File: src/rtl/instr_sequencer_if.sv
// Program-memory, ALU and debug signals between the sequencer and its surroundings.
interface instr_sequencer_if;
   localparam int unsigned ADDR_W = 8;
   localparam int unsigned DATA_W = 4;
   localparam int unsigned SEL_W  = 2;

   logic              run;
   logic [ADDR_W-1:0] imem_addr;
   logic [ADDR_W-1:0] imem_data;
   logic [DATA_W-1:0] alu_opcode;
   logic [DATA_W-1:0] alu_ain;
   logic [DATA_W-1:0] alu_bin;
   logic [DATA_W-1:0] alu_out;
   logic              halted;
   logic [SEL_W-1:0]  dbg_sel;
   logic [DATA_W-1:0] dbg_data;

   // Sequencer side
   modport master (
      input  run, imem_data, alu_out, dbg_sel,
      output imem_addr, alu_opcode, alu_ain, alu_bin, halted, dbg_data
   );

   // Program memory / ALU / debug side
   modport slave (
      output run, imem_data, alu_out, dbg_sel,
      input  imem_addr, alu_opcode, alu_ain, alu_bin, halted, dbg_data
   );
endinterface

File: src/rtl/instr_sequencer.sv
// Fetch/decode/writeback sequencer: 4x4-bit register file, local LDI/MOV/JMP/HLT,
// ADD/SUB issued to the downstream ALU with result written back in WB.
module instr_sequencer (
   input  logic              clock,
   input  logic              reset_n,
   instr_sequencer_if.master bus
);
   localparam int unsigned ADDR_W = 8;
   localparam int unsigned DATA_W = 4;
   localparam int unsigned NREGS  = 4;

   localparam logic [DATA_W-1:0] OP_NOP = 4'h0;
   localparam logic [DATA_W-1:0] OP_ADD = 4'h1;
   localparam logic [DATA_W-1:0] OP_SUB = 4'h2;
   localparam logic [DATA_W-1:0] OP_LDI = 4'h5;
   localparam logic [DATA_W-1:0] OP_MOV = 4'h6;
   localparam logic [DATA_W-1:0] OP_JMP = 4'h7;
   localparam logic [DATA_W-1:0] OP_HLT = 4'hF;

   typedef enum logic [2:0] {
      S_FETCH,
      S_DECODE,
      S_IMM,
      S_EXEC,
      S_WB,
      S_HALT
   } state_t;

   state_t                        state_q,  state_d;
   logic [ADDR_W-1:0]             pc_q,     pc_d;
   logic [ADDR_W-1:0]             ir_q,     ir_d;
   logic [NREGS-1:0][DATA_W-1:0]  rf_q,     rf_d;
   logic [DATA_W-1:0]             alu_op_q, alu_op_d;
   logic [DATA_W-1:0]             ain_q,    ain_d;
   logic [DATA_W-1:0]             bin_q,    bin_d;
   logic                          halted_q, halted_d;

   logic [DATA_W-1:0] ir_op;
   logic [1:0]        ir_rd;
   logic [1:0]        ir_rs;

   assign ir_op = ir_q[7:4];
   assign ir_rd = ir_q[3:2];
   assign ir_rs = ir_q[1:0];

   // State and datapath registers
   always_ff @(posedge clock or negedge reset_n) begin
      if (!reset_n) begin
         state_q  <= S_FETCH;
         pc_q     <= '0;
         ir_q     <= '0;
         rf_q     <= '0;
         alu_op_q <= OP_NOP;
         ain_q    <= '0;
         bin_q    <= '0;
         halted_q <= 1'b0;
      end else begin
         state_q  <= state_d;
         pc_q     <= pc_d;
         ir_q     <= ir_d;
         rf_q     <= rf_d;
         alu_op_q <= alu_op_d;
         ain_q    <= ain_d;
         bin_q    <= bin_d;
         halted_q <= halted_d;
      end
   end

   // Next-state and datapath updates per sequencer state
   always_comb begin
      state_d  = state_q;
      pc_d     = pc_q;
      ir_d     = ir_q;
      rf_d     = rf_q;
      alu_op_d = alu_op_q;
      ain_d    = ain_q;
      bin_d    = bin_q;
      halted_d = halted_q;

      case (state_q)
         S_FETCH: begin
            if (bus.run) begin
               ir_d    = bus.imem_data;
               pc_d    = pc_q + 8'd1;
               state_d = S_DECODE;
            end
         end
         S_DECODE: begin
            case (ir_op)
               OP_ADD, OP_SUB: begin
                  alu_op_d = ir_op;
                  ain_d    = rf_q[ir_rd];
                  bin_d    = rf_q[ir_rs];
                  state_d  = S_EXEC;
               end
               OP_LDI, OP_JMP: state_d = S_IMM;
               OP_MOV: begin
                  rf_d[ir_rd] = rf_q[ir_rs];
                  state_d     = S_FETCH;
               end
               OP_HLT: begin
                  halted_d = 1'b1;
                  state_d  = S_HALT;
               end
               default: state_d = S_FETCH;
            endcase
         end
         S_IMM: begin
            // pc already points at the operand byte
            if (ir_op == OP_LDI) begin
               rf_d[ir_rd] = bus.imem_data[3:0];
               pc_d        = pc_q + 8'd1;
            end else begin
               pc_d = bus.imem_data;
            end
            state_d = S_FETCH;
         end
         S_EXEC:  state_d = S_WB;
         S_WB: begin
            rf_d[ir_rd] = bus.alu_out;
            alu_op_d    = OP_NOP;
            state_d     = S_FETCH;
         end
         S_HALT:  state_d = S_HALT;
         default: state_d = S_FETCH;
      endcase
   end

   assign bus.imem_addr  = pc_q;
   assign bus.alu_opcode = alu_op_q;
   assign bus.alu_ain    = ain_q;
   assign bus.alu_bin    = bin_q;
   assign bus.halted     = halted_q;
   assign bus.dbg_data   = rf_q[bus.dbg_sel];

endmodule

File: src/flat_wrapper.sv
// flat-port wrapper written by rule: the top's interface ports become plain ports
module instr_sequencer_flat 
  (clock, reset_n, bus_run, bus_imem_data, bus_alu_out, bus_dbg_sel, bus_imem_addr, bus_alu_opcode, bus_alu_ain, bus_alu_bin, bus_halted, bus_dbg_data);
  instr_sequencer_if bus_i ();
  input  logic clock;
  input  logic reset_n;
  input wire logic [$bits(bus_i.run)-1:0] bus_run;
  input wire logic [$bits(bus_i.imem_data)-1:0] bus_imem_data;
  input wire logic [$bits(bus_i.alu_out)-1:0] bus_alu_out;
  input wire logic [$bits(bus_i.dbg_sel)-1:0] bus_dbg_sel;
  output wire logic [$bits(bus_i.imem_addr)-1:0] bus_imem_addr;
  output wire logic [$bits(bus_i.alu_opcode)-1:0] bus_alu_opcode;
  output wire logic [$bits(bus_i.alu_ain)-1:0] bus_alu_ain;
  output wire logic [$bits(bus_i.alu_bin)-1:0] bus_alu_bin;
  output wire logic [$bits(bus_i.halted)-1:0] bus_halted;
  output wire logic [$bits(bus_i.dbg_data)-1:0] bus_dbg_data;
  assign bus_i.run = bus_run;
  assign bus_i.imem_data = bus_imem_data;
  assign bus_i.alu_out = bus_alu_out;
  assign bus_i.dbg_sel = bus_dbg_sel;
  assign bus_imem_addr = bus_i.imem_addr;
  assign bus_alu_opcode = bus_i.alu_opcode;
  assign bus_alu_ain = bus_i.alu_ain;
  assign bus_alu_bin = bus_i.alu_bin;
  assign bus_halted = bus_i.halted;
  assign bus_dbg_data = bus_i.dbg_data;
  instr_sequencer u_core (.clock(clock), .reset_n(reset_n), .bus(bus_i));
endmodule
File: config.mk
export PLATFORM = sky130hd
export DESIGN_NAME = instr_sequencer_flat
export DESIGN_NICKNAME = d
export VERILOG_FILES = /design/src/rtl/instr_sequencer_if.sv /design/src/rtl/instr_sequencer.sv /design/src/flat_wrapper.sv
export SDC_FILE = /design/constraint.sdc
export NUM_CORES = 1
export LEC_CHECK = 0
export BUFFER_PORTS_ARGS = -buffer_cell sky130_fd_sc_hd__buf_4
export CORE_UTILIZATION = 56
export DETAILED_ROUTE_END_ITERATION = 16
export PLACE_DENSITY = 0.87
export SYNTH_ARGS = -nofsm -noshare
export SYNTH_HDL_FRONTEND = slang
export SYNTH_SLANG_ARGS = --single-unit
File: constraint.sdc
create_clock -name clock -period 2.2 [get_ports clock]
set_input_delay 0.11 -clock clock [delete_from_list [all_inputs] [get_ports clock]]
set_output_delay 0.11 -clock clock [all_outputs]
set_load 0.02 [all_outputs]
==> impl_metrics.ini <==
[clock_network]
clk_latency_ns = 0.30
cts_max_level = 2
cts_sinks = 48
cts_tree = done
clkTransAtPathRegs_ns = 0.08
clock_path_buffers = 2
cts_buffers = 5
root_buffer = clkbuf_8
cts_resized = 0
post_cts_buffers = 0

[synthesis]
synth_edf_count = 0
synth-seq-cells = 48
async_flop_share_pct = 100
synth_area_um2 = 2660
synth_top_flop_cell = dfrtp_1
postSynthCellCount = 217
syn-num-nets = 235
synth_warnings = 0
synth_cell_types = 47
syn_area_per_cell_um2 = 12.2
yosysSeqAreaShare_pct = 45.2

[placed_design]
io_buffers = 41
dp_hpwl_um = 4440
place_inst = 302
post_dp_cell_area_um2 = 3000
place_congestion = 0.889

[timing]
post-route-period-util_pct = 95.0
hold_viol = 0
rsz0062_at_grt = no
timing.fmax_mhz = 478
fin_setup_tns_ns = 0
max-slew-margin-rel_pct = 59.6
min_period_ns = 2.09
fin_skew_ns = 0.00671
slew_viol_final = 0
finalSetupViolCount = 0
worst_pin_slew_ns = 0.606

[finish]
final_cells = 311
diodes = 0
n_fill_cell = 308
mostFrequentLayoutCell = dfrtp_1
post-route-util_pct = 69.7
area_delta_synth_final_pct = 16.5
final_cell_mix = dfrtp_1 (48), buf_4 (46), mux2_2 (18)
design_area_um2 = 3100
fin_nets = 276
drive_gt1_share_pct = 40.2

[die]
core_um2 = 4440
die_h_um = 70.9
die-area_um2 = 5020
fp-row-count = 24
fp.dieW_um = 70.9
start_util_pct = 59.8
ioPinCount = 42

[grt]
grt_max_degree = 49
grt_pass1_vias = 1939
grt_first_pass_wirelength_um = 9940
grt_remaining_overflow = 0
antenna_found_initial = 0
track_usage_pct = 25.8

[setup_path]
critPathLaunch = u_core.ir_q[7]$_DFFE_PN0P_
cp_max_fo = 8
cp.arrival_ns = 2.28
required_ns = 2.39
start_kind = register
worstSetupEndpointType = register
path_class = register to register
worst_r2r_startpoint = u_core.ir_q[7]$_DFFE_PN0P_

[status]
status = finished clean

[detailed_routing]
ant_nets = 0
vias = 1988
avgViaCountPerCell = 6.39
wl_um = 5890
drt_iter0_markers = 243
dr.pass1.iters = 7
drc = 0
wl_per_cell_um = 18.9

[min_path]
min_from = bus_imem_data[4]
worst_hold_path_type = primary input to register

[power]
finalPower_w = 0.00438
p_leak_nw = 1.35
p_per_area_nw_per_um2 = 1410
max-vdd-ir-drop_v = 0.000883

[job]
drv_cap = 0
==> worst max-delay path, cell delays in order (launching register included) <==
cell and delay, ns:
dfrtp_1 0.44, or4b_4 0.61, o221ai_4 0.34, and3_4 0.28, mux2_4 0.30
==> layout make-up <==
type | count | area [µm²] | share of cell area (%)
multi-input combinational | 149 | 1360 | 43.9
inverter | 7 | 26.3 | 0.849
clock buffer | 8 | 90.1 | 2.91
sequential | 48 | 1200 | 38.8
timing repair buffer | 47 | 355 | 11.5
tap | 52 | 65.1 | 2.10
==> power by group <==
group          total (W)  internal [W]  switching (W)
clock network   0.000536      0.000257       0.000280
registers        0.00168       0.00122       0.000465
logic            0.00216       0.00109        0.00107
total            0.00438       0.00256        0.00182
==> layer usage <==
layer	vias up	global-route usage (%)	wire length (µm)	share of wire (%)
li1	894	-	-	-
met1	986	37.4	2580	44
met2	92	40.6	2810	48
met3	16	4.27	375	6.4
met4	0	7.56	119	2.0
met5	-	0	0	0
==> through the flow <==
| step | worst slack [ns] | hold slack [ns] |
|---|---|---|
| floorplan | 0.269 | -0.186 |
| global placement | 0.203 | 0.150 |
| global route | 0.0608 | 0.0506 |
| CTS | 0.121 | 0.0236 |
| finish | 0.110 | 0.0257 |
| detailed placement | 0.158 | 0.155 |
==> worst paths after layout <==
check	endpoint	slack, ns	cells past startpoint
setup / recovery	register	0.11	4
hold reg to reg	u_core.bus.halted$_DFFE_PN0P_	0.48	2
min in group asynchronous	u_core.bus.imem_addr[6]$_DFFE_PN0P_	0.34	2
max in group asynchronous	u_core.state_q[0]$_DFFE_PN0P_	1.44	2
setup reg to reg	register	0.11	4
hold / removal	u_core.bus.imem_addr[4]$_DFFE_PN0P_	0.03	3
==> synth_stat cells, drive strengths merged (3+ instances only) <==
| library cell | n | area share, % |
|---|---|---|
| dfrtp | 48 | 45 |
| nor3b | 5 | 1.8 |
| o21ai | 10 | 1.9 |
| nand3 | 6 | 1.1 |
| a31oi | 9 | 2.1 |
| or3b | 3 | 0.99 |
| o22ai | 5 | 1.2 |
| nor2 | 11 | 1.6 |
| inv | 7 | 0.99 |
| xnor2 | 5 | 1.6 |
| mux4 | 11 | 9.3 |
| and2 | 3 | 0.80 |
| clkbuf | 6 | 0.89 |
| mux2 | 27 | 13 |
| a2bb2oi | 3 | 0.99 |
| and3 | 6 | 2.0 |
| buf | 7 | 1.8 |
| a21oi | 8 | 1.5 |
| nand2 | 11 | 1.6 |
==> timing repair <==
item                                    4_1_cts  5_1_grt
endpoints found under the setup margin        0        0
hold buffers                                  1        0
hold endpoints to repair                     48        0
==> cells by family (layout without fill, tap and decap cells) <==
group,count (synthesis),after routing,synth area share [%]
AOI/OAI and AO/OA,44,44,11.2
xor gates and xnor gates,5,5,1.65
adders and majority gates,1,1,0.471
buffers and inverters,20,62,3.67
DFF,48,48,45.2
muxes,40,40,22.8
and+or+nand+nor,59,59,15.0
Power figures use the tool's default switching activity.
